--- config.mk ---
export PLATFORM = sky130hd
export DESIGN_NAME = rr_mux_sel_sequencer
export DESIGN_NICKNAME = d
export VERILOG_FILES = /design/src/rtl/rr_mux_sel_sequencer.sv
export SDC_FILE = /design/constraint.sdc
export NUM_CORES = 1
export LEC_CHECK = 0
export CAP_MARGIN = 20
export CORE_ASPECT_RATIO = 1.5
export CORE_MARGIN = 2
export CORE_UTILIZATION = 56
export DETAILED_ROUTE_END_ITERATION = 8
export MAX_ROUTING_LAYER = met4
export PLACE_DENSITY = 0.8
export SETUP_SLACK_MARGIN = 0.15
export SYNTH_ARGS = -nofsm -noshare
export SYNTH_HDL_FRONTEND = slang
export SYNTH_SLANG_ARGS = --single-unit
--- constraint.sdc ---
create_clock -name i_clk -period 4.5 [get_ports i_clk]
set_input_delay 0.675 -clock i_clk [delete_from_list [all_inputs] [get_ports i_clk]]
set_output_delay 0.675 -clock i_clk [all_outputs]
set_load 0.03 [all_outputs]
--- src/rtl/rr_mux_sel_sequencer.sv ---
// rtl/rr_mux_sel_sequencer.sv - round-robin select sequencer driving an 8:1 mux sel input
//
// Purpose:
//   Grants eight request lines in round-robin order and holds each winner's
//   select code for DWELL cycles. A valid strobe marks cycles where the
//   downstream mux output is meaningful.
//
// Ports:
//   i_clk        - system clock, rising edge
//   i_rst        - synchronous active-high reset
//   i_en         - scan enable, sampled only at grant decision points
//   i_req[7:0]   - per-channel request, bit i selects mux input i
//   o_sel[2:0]   - binary select code of the granted channel
//   o_grant[7:0] - one-hot image of o_sel while valid, zero otherwise
//   o_valid      - high while a grant is being held
//   o_last_slot  - high on the final cycle of each dwell period
//   o_grant_cnt  - grants issued since reset, wraps 255->0

module rr_mux_sel_sequencer #(
  parameter int DWELL = 4
) (
  input  logic       i_clk,
  input  logic       i_rst,
  input  logic       i_en,
  input  logic [7:0] i_req,
  output logic [2:0] o_sel,
  output logic [7:0] o_grant,
  output logic       o_valid,
  output logic       o_last_slot,
  output logic [7:0] o_grant_cnt
);

  typedef enum logic {
    ST_IDLE = 1'b0,
    ST_HOLD = 1'b1
  } state_t;

  // Counter reload: the grant edge itself is the first dwell cycle.
  localparam logic [7:0] LP_RELOAD = 8'(DWELL - 1);

  state_t     r_state;
  logic [2:0] r_ptr;
  logic [2:0] r_sel;
  logic [7:0] r_grant;
  logic       r_valid;
  logic [7:0] r_cnt;
  logic [7:0] r_grant_cnt;

  logic [2:0] w_winner;
  logic       w_start;
  logic       w_busy;

  // Search ptr+1 .. ptr+8. Walking from the farthest offset down to the
  // nearest lets the nearest requester overwrite earlier hits. Offset 8
  // wraps to ptr itself, so a lone requester can be granted again.
  always_comb begin
    logic [2:0] w_idx;
    w_winner = 3'd0;
    for (int i = 8; i >= 1; i--) begin
      w_idx = r_ptr + 3'(i);
      if (i_req[w_idx]) begin
        w_winner = w_idx;
      end
    end
  end

  assign w_start = i_en & (|i_req);

  // Mid-dwell: req/en are ignored until the counter reaches zero.
  assign w_busy = (r_state == ST_HOLD) && (r_cnt != 8'd0);

  always_ff @(posedge i_clk) begin
    if (i_rst) begin
      r_state     <= ST_IDLE;
      r_ptr       <= 3'd7;
      r_sel       <= 3'd0;
      r_grant     <= 8'd0;
      r_valid     <= 1'b0;
      r_cnt       <= 8'd0;
      r_grant_cnt <= 8'd0;
    end else if (w_busy) begin
      r_cnt <= r_cnt - 8'd1;
    end else if (w_start) begin
      // Decision point with a live request: new grant, no bubble.
      r_state     <= ST_HOLD;
      r_ptr       <= w_winner;
      r_sel       <= w_winner;
      r_grant     <= 8'd1 << w_winner;
      r_valid     <= 1'b1;
      r_cnt       <= LP_RELOAD;
      r_grant_cnt <= r_grant_cnt + 8'd1;
    end else begin
      // Nothing to grant: drop valid, keep sel at its last value.
      r_state <= ST_IDLE;
      r_grant <= 8'd0;
      r_valid <= 1'b0;
      r_cnt   <= 8'd0;
    end
  end

  assign o_sel       = r_sel;
  assign o_grant     = r_grant;
  assign o_valid     = r_valid;
  assign o_grant_cnt = r_grant_cnt;
  assign o_last_slot = r_valid && (r_cnt == 8'd0);

endmodule

==> flow_summary.yaml, run 1 <==
route:
  dr.pass1.iters: 5
  routedWlPerCell_um: 18.3
  totalWireLength_um: 6120
  vias: 2152
  drt_iter0_drc: 144
  dr_wl_met2_um: 3150
  wl_met1_um: 2440
  ant_nets: 0
  route.detailed.drc: 0
  top_layer: "met4"
  via_per_inst: 6.42
  dr_wl_met3_um: 300
layout:
  seq_area_um2: 621
  layout.nets: 302
  areaGrowthSynthToFinish_pct: 14.5
  fillers: 362
  drive_gt1_frac: 0.150
  multi_input_area_um2: 1780
  n_antenna_cell: 0
hold_path:
  hold_path_class: "register to register"
synth:
  synth_common_cells: "dfxtp_1, nor2_1, nand2_1"
  syn_area_per_cell_um2: 9.67
  ys_ff_latch: 31
  synth_flop_cell: "dfxtp_1"
  synth_area_um2: 2560
  yosys.area.top_type: "dfxtp_1"
  synth_nets: 281
  synth_edf_count: 0
  synth.most_common_cell: "dfxtp_1"
  ys_types: 53
  synth-async-reset-ratio: 0
  synthCells: 265
  yosys_warnings: 0
  yosysSeqAreaShare: 0.242
  synth_top_area_frac: 0.242
  synth_area_leaders: "dfxtp_1, mux4_2, mux2i_1"
sta:
  relSlewSlack: 0.330
  setup_viol: 0
  finalSetupTns_ps: 0
  timing.hold.ws_ps: 456
  hold_viol_final: 0
  finClkSkew_ps: 9.32
  slew_violations: 0
  clock.fmax_ghz: 0.296
  rsz0062_at_grt: "no"
  final.period_utilization: 0.751
  min_period_ps: 3380
  tightest_slew_ps: 1000
critical_path:
  r2r_start: "r_ptr[1]$_SDFFE_PP1P_"
  ff2ff_path_depth: 10
  cp_slowest_stage_delay_ps: 730
  path_buf_inv: 2
  arrival_ps: 3560
  crit_cells: 10
  timing.rr.end: "o_grant[2]$_SDFFE_PP0N_"
  cp-end-kind: "register"
  crit_start: "r_ptr[1]$_SDFFE_PP1P_"
  crit_family: "adder cells"
  critPathCapture: "o_grant[2]$_SDFFE_PP0N_"
  ff2ff_setup_slack_ps: 1120
  required_ps: 4680
  crit_type: "register to register"
  startpoint_type: "register"
  crit_chain: "inv_1 -> ha_1 -> buf_4 -> mux2i_1 -> mux4_2 -> o211ai_1 -> a211oi_1 -> nor4_4 -> nor2_1 -> a22o_1"
  critPathSlowestCell: "ha_1"
  crit_fanout: 17
clock_network:
  clk_path_buf_depth: 2
  post_cts_resized: 0
  cts_root_buf: "clkbuf_8"
  clkTransAtPathRegs_ps: 70
  htree_levels: 2
  clk_latency_ps: 280
  cts_tree: "yes"
  cts.sinks: 31
  ctsHoldBuffers: 0
  post_cts_buffers: 0
  numCtsBuffers: 5
global_route:
  grt_pass1_vias: 2043
  grt_max_degree: 22
  grt_pass1_wl_um: 9820
  grt-ovfl-total: 0
  antenna_found_initial: 0
  track_usage: 0.256
power:
  p_per_area_nw_per_um2: 729
  p_leak_nw: 1.12
  peakVddDrop_mv: 0.368
  power_mw: 2.14
floorplanning:
  die_w_um: 59.2
  pin_count: 32
  rows: 30
  start_util: 0.574
  dieArea_um2: 5140
  dieHeight_um: 86.8
  core_area_um2: 4470
status:
  status: "finished, final reports clean"
placement:
  place.gp.congestion: 0.971
  portBuffers: 31
  hpwl_um: 4350
run:
  maxCapViolations: 0
-- power by group --
| part | total, mW | switching (mW) | leakage (nW) | internal [mW] |
|---|---|---|---|---|
| combinational | 1.50 | 0.841 | 0.820 | 0.663 |
| sequential | 0.392 | 0.0627 | 0.253 | 0.329 |
| clock | 0.242 | 0.103 | 0.0505 | 0.139 |
| total | 2.14 | 1.01 | 1.12 | 1.13 |
-- state kept, by name, indices dropped and copies added (netlist names) --
signal	flops
o_grant	8
o_grant_cnt	8
o_sel	3
o_valid	1
r_cnt	8
r_ptr	3
-- worst register-to-register path: cells and delay by family (launching register included) --
kind	cells	cell delay, ps
DFF	1	320
buffers and inverters	2	350
adders and majority gates	1	740
and+or+nand+nor	2	690
muxes	2	660
AOI/OAI and AO/OA	3	540
-- logic make-up after synthesis --
group	share of synthesized area
XOR/XNOR	0.0610
multiplexers	0.298
flip-flops	0.242
adder cells (fa/ha/maj)	0.0244
AND/OR/NAND/NOR	0.163
AO/OA/AOI/OAI	0.149
buffers and inverters	0.0625
-- worst min-delay path by stage --
stage               slack, ps  cells past startpoint                       to                    start
floorplan                 450                      1      r_cnt[0]$_SDFF_PP0_      r_cnt[0]$_SDFF_PP0_
global placement          440                      2  o_grant[1]$_SDFFE_PP0N_  o_grant[1]$_SDFFE_PP0N_
detailed placement        450                      2  o_grant[5]$_SDFFE_PP0N_  o_grant[5]$_SDFFE_PP0N_
CTS                       460                      2  o_grant[5]$_SDFFE_PP0N_  o_grant[5]$_SDFFE_PP0N_
global route              470                      2  o_grant[5]$_SDFFE_PP0N_  o_grant[5]$_SDFFE_PP0N_
finish                    460                      2  o_grant[5]$_SDFFE_PP0N_  o_grant[5]$_SDFFE_PP0N_
-- placed cells by master, fill, tap and decap left out, types with 3 or more instances in the layout --
master	netlist	final
xor2_1	7	7
buf_4	1	4
dfxtp_1	31	31
mux2_2	5	5
mux2i_1	19	19
mux4_2	14	14
nand3_1	5	5
a31oi_1	4	4
inv_1	6	6
o21ai_0	6	6
nor3_1	3	3
mux2_1	5	5
xnor2_1	9	9
mux4_1	5	5
a211oi_1	4	4
nand2b_1	7	7
ha_1	5	5
nor4_1	3	3
a22o_1	3	3
clkbuf_8	0	7
clkdlybuf4s50_1	0	31
a21oi_1	15	15
nand2_1	24	24
nor2_1	27	27
o21ai_1	3	3
-- metal layers --
metal  track usage  vias to the layer above
met5             -                        -
met4         0.130                        0
met3        0.0209                       16
met2         0.426                       74
met1         0.302                     1039
li1              -                     1023
-- stage by stage --
step                      setup WS (ps)  instances  utilization  instance area, um2
after detailed placement            893        327        0.633                2830
after floorplan                    1400        265            -                2560
after global placement              961        327        0.633                2830
after global routing                919        335        0.657                2930
after CTS                          1120        335        0.657                2930
final                              1120        335        0.657                2930
-- area by class of cell --
| cell class | instances | share of cell area |
|---|---|---|
| multi-input cells | 206 | 0.608 |
| flip-flops and latches | 31 | 0.212 |
| repair buffers | 35 | 0.116 |
| clock buffers | 7 | 0.0328 |
| well taps | 48 | 0.0205 |
| inverters | 7 | 0.00896 |
| clock inverters | 1 | 0.00256 |
Note: power is estimated with default switching activity, not from simulation.
==> run 2: changes to the inputs <==
- CORE_UTILIZATION: 56 -> 51
- PLACE_DENSITY: 0.8 -> 0.77
- clock period: 4.5 -> 2.9 ns (I/O delays scaled with it)
==> flow_summary.yaml, run 2 (synthesized netlist as in run 1, its figures left out) <==
critical_path:
  critPathSlowestCell: "mux4_2"
  crit_fanout: 7
  cp_slowest_stage_delay_ps: 520
  required_ps: 3070
  crit_family: "compound AO/OA/AOI/OAI gates"
  ff2ff_path_depth: 11
  startpoint_type: "register"
  crit_type: "register to register"
  cp-end-kind: "register"
  crit_chain: "inv_2 -> ha_4 -> buf_6 -> buf_4 -> mux2i_1 -> mux4_2 -> o21a_1 -> a2111oi_4 -> nor4_4 -> buf_2 -> a32o_1"
  crit_cells: 11
  arrival_ps: 2920
  path_buf_inv: 4
global_route:
  grt_pass1_vias: 2361
  grt_max_degree: 19
  grt-ovfl-total: 0
  grt_pass1_wl_um: 11400
  antenna_found_initial: 0
  track_usage: 0.271
hold_path:
  hold_path_class: "register to register"
  whs_path_depth: 2
floorplanning:
  die_w_um: 61.9
  pin_count: 32
  core_area_um2: 4850
  rows: 31
  dieArea_um2: 5620
  start_util: 0.529
  dieHeight_um: 90.8
clock_network:
  numCtsBuffers: 5
  cts_tree: "yes"
  cts.sinks: 31
  cts_root_buf: "clkbuf_8"
  htree_levels: 2
  clkTransAtPathRegs_ps: 60
  clk_path_buf_depth: 2
  clk_latency_ps: 280
route:
  dr.pass1.iters: 4
  drt_iter0_drc: 102
  route.detailed.drc: 0
  totalWireLength_um: 6810
  routedWlPerCell_um: 17.4
  ant_nets: 0
  via_per_inst: 5.98
  vias: 2338
layout:
  drive_gt1_frac: 0.295
  final_cell_mix: "buf_4, dfxtp_1, clkdlybuf4s50_1, nor2_1, nand2_1"
  n_antenna_cell: 0
  layout_commonest_cell: "buf_4"
  areaGrowthSynthToFinish_pct: 29.3
  layout.nets: 341
  fillers: 377
  finalInstanceArea_um2: 3310
placement:
  place.gp.congestion: 0.956
  place_area_um2: 3100
  hpwl_um: 4960
  portBuffers: 31
sta:
  setup_viol: 0
  hold_viol_final: 0
  clock.fmax_ghz: 0.364
  final.period_utilization: 0.948
  finClkSkew_ps: 4.43
  rsz0062_at_grt: "yes"
  slew_violations: 0
  tightest_slew_ps: 553
  relSlewSlack: 0.630
  min_period_ps: 2750
status:
  status: "finished, final reports clean"
power:
  p_leak_nw: 1.33
  p_per_area_nw_per_um2: 1180
  power_mw: 3.90
  peakVddDrop_mv: 0.594
run:
  maxCapViolations: 0
==> run 2: final timing paths <==
path,from,endpoint,slack (ps)
max reg2reg,r_ptr[1]$_SDFFE_PP1P_,o_grant[3]$_SDFFE_PP0N_,150
max,r_ptr[1]$_SDFFE_PP1P_,o_grant[3]$_SDFFE_PP0N_,150
min reg2reg,o_grant[1]$_SDFFE_PP0N_,o_grant[1]$_SDFFE_PP0N_,450
min,o_grant[1]$_SDFFE_PP0N_,o_grant[1]$_SDFFE_PP0N_,450
==> run 2: tightest hold or removal path, cell delays in order (launching register included) <==
cell     delay [ps]
dfxtp_1         310
nand2_1          50
o21ai_1          50
==> run 2: layout make-up <==
| class | count | area (um2) | share of cell area |
|---|---|---|---|
| clock buffer | 6 | 82.6 | 0.0249 |
| clock inverter | 1 | 5.00 | 0.00151 |
| inverter | 7 | 33.8 | 0.0102 |
| multi-input combinational | 206 | 1830 | 0.554 |
| sequential | 31 | 626 | 0.189 |
| tap | 66 | 82.6 | 0.0249 |
| timing repair buffer | 74 | 649 | 0.196 |
==> run 2: metrics by stage <==
stage	cells	utilization	setup TNS, ps	hold slack, ps	setup slack (ps)
floorplan	265	-	0	451	112
global placement	373	0.639	-348	440	-65.8
detailed placement	373	0.639	-471	443	-94.9
CTS	381	0.660	0	452	183
global route	391	0.683	0	477	40.2
finish	391	0.683	0	449	149
==> run 2: timing repair <==
item                                    4_1_cts  5_1_grt
gates resized for setup                       2       13
buffers inserted                              1        9
gates cloned                                  0        1
pin swaps                                     1        7
endpoints found under the setup margin        7       11
hold buffers                                  0        0
==> run 2: metal layers <==
metal / track usage / vias up / part of all wire
met5: - / - / 0
met4: 0.105 / 0 / 0.036
met3: 0.0287 / 20 / 0.038
met2: 0.459 / 69 / 0.55
met1: 0.314 / 1141 / 0.38
li1: - / 1108 / -
==> run 2: power breakdown <==
part	total [mW]	switching (mW)	internal [mW]	leakage [nW]
logic	2.96	1.52	1.44	1.03
registers	0.593	0.0770	0.516	0.253
clock network	0.341	0.155	0.186	0.0470
==> run 3: changes to the inputs <==
- GPL_TIMING_DRIVEN: default -> 0
==> flow_summary.yaml, run 3 (synthesized netlist as in run 1, its figures left out) <==
route:
  routedWlPerCell_um: 18.2
  vias: 2293
  via_per_inst: 5.99
  dr.pass1.iters: 4
  drt_iter0_drc: 151
  ant_nets: 0
  totalWireLength_um: 6980
  route.detailed.drc: 0
clock_network:
  clkTransAtPathRegs_ps: 70
  clk_path_buf_depth: 2
  cts_root_buf: "clkbuf_8"
  cts.sinks: 31
  numCtsBuffers: 5
  ctsHoldBuffers: 0
  cts_tree: "yes"
  clk_latency_ps: 280
  htree_levels: 2
sta:
  final.period_utilization: 1.02
  hold_viol_final: 0
  rsz0062_at_grt: "yes"
  finalWorstSetupSlack_ps: -70.9
  clock.fmax_ghz: 0.337
  finalSetupTns_ps: -232
  setup_viol: 5
  finClkSkew_ps: 7.56
  relSlewSlack: 0.650
  min_period_ps: 2970
  slew_violations: 0
  tightest_slew_ps: 523
layout:
  fin_util: 0.693
  layout.nets: 332
  n_antenna_cell: 0
  drive_gt1_frac: 0.309
  final_cell_mix: "clkdlybuf4s50_1, dfxtp_1, nor2_1, nand2_1"
  final_cells: 383
  finalInstanceArea_um2: 3360
  areaGrowthSynthToFinish_pct: 31.1
status:
  status: "finished with violations"
  violations: "negative setup slack"
critical_path:
  required_ps: 3080
  crit_type: "register to register"
  r2r_start: "r_ptr[0]$_SDFFE_PP1P_"
  ff2ff_setup_slack_ps: -70
  arrival_ps: 3150
  cp-end-kind: "register"
  crit_fanout: 5
  startpoint_type: "register"
  ff2ff_path_depth: 14
  timing.rr.end: "o_grant[3]$_SDFFE_PP0N_"
  crit_start: "r_ptr[0]$_SDFFE_PP1P_"
  critPathCapture: "o_grant[3]$_SDFFE_PP0N_"
floorplanning:
  die_w_um: 61.9
  core_area_um2: 4850
  rows: 31
  pin_count: 32
  dieArea_um2: 5620
  start_util: 0.529
  dieHeight_um: 90.8
global_route:
  antenna_found_initial: 0
  grt_max_degree: 11
  grt_pass1_vias: 2333
  track_usage: 0.276
  grt_pass1_wl_um: 11400
  grt-ovfl-total: 0
placement:
  placed_cells: 360
  hpwl_um: 4790
  portBuffers: 29
  place_area_um2: 3000
  place.gp.congestion: 0.954
power:
  power_mw: 4.15
  peakVddDrop_mv: 0.660
  p_per_area_nw_per_um2: 1240
  p_leak_nw: 1.29
run:
  maxCapViolations: 0
hold_path:
  hold_path_class: "register to register"
## run 3: cell types whose count changed in the layout (fill, tap and decap cells not counted), moves of 2 or more
cell | before | now
buf_8 | 0 | 4
buf_2 | 1 | 9
buf_4 | 39 | 13
clkbuf_1 | 0 | 3
dlymetal6s2s_1 | 3 | 0
a21oi_1 | 15 | 13
nand2_2 | 0 | 2
nand2_1 | 24 | 22
a21oi_2 | 1 | 3
buf_12 | 0 | 2
## run 3: repair_timing
action	in CTS	in global routing
pin swaps	12	11
buffers inserted	10	3
resized for setup	16	15
cloned	2	0
endpoints found under the setup margin	14	13
## run 3: layout make-up
cell class              count  area [um2]
well taps                  66        82.6
clock buffers               6        82.6
multi-input cells         206        1890
plain buffers              21         186
inverters                   7        36.3
fillers                   365        1490
repair buffers             44         424
clock inverters             2        35.0
flip-flops and latches     31         623
## run 3: routing by layer
layer	wire length [um]	global-route usage	up-vias
met2	3730	0.445	81
met3	283	0.0229	20
met1	2670	0.325	1108
met4	295	0.154	0
met5	0	-	-
li1	-	-	1084
## run 3: power by group
group          switching, mW  leakage, nW  internal (mW)
Combinational           1.60        0.981           1.53
Sequential            0.0634        0.252          0.513
Clock                  0.164       0.0612          0.278
## run 3: worst min-delay path by stage
stage / start / end / slack, ps / cells past startpoint
after CTS: o_grant[1]$_SDFFE_PP0N_ / o_grant[1]$_SDFFE_PP0N_ / 450 / 2
after floorplan: r_cnt[0]$_SDFF_PP0_ / r_cnt[0]$_SDFF_PP0_ / 450 / 1
after global placement: o_grant[1]$_SDFFE_PP0N_ / o_grant[1]$_SDFFE_PP0N_ / 440 / 2
after detailed placement: o_grant[1]$_SDFFE_PP0N_ / o_grant[1]$_SDFFE_PP0N_ / 440 / 2
after global routing: o_grant[1]$_SDFFE_PP0N_ / o_grant[1]$_SDFFE_PP0N_ / 470 / 2
final: o_grant[1]$_SDFFE_PP0N_ / o_grant[1]$_SDFFE_PP0N_ / 450 / 2
## run 3: critical path: stages (launching register included)
cell      delay [ps]
dfxtp_2          340
buf_8            110
inv_8             30
buf_12           110
ha_4             310
buf_12           130
buf_8            110
mux2_2           330
mux4_2           490
nor2_1           140
o211ai_1         120
o21ai_2          230
buf_4            150
nor2_4            40
a32o_1           210
## run 3: stage by stage
step / hold WS, ps / setup WS [ps]
after floorplan: 451 / 112
after global placement: 439 / -281
after detailed placement: 437 / -330
after CTS: 445 / -20.3
after global routing: 473 / -129
final: 447 / -70.9
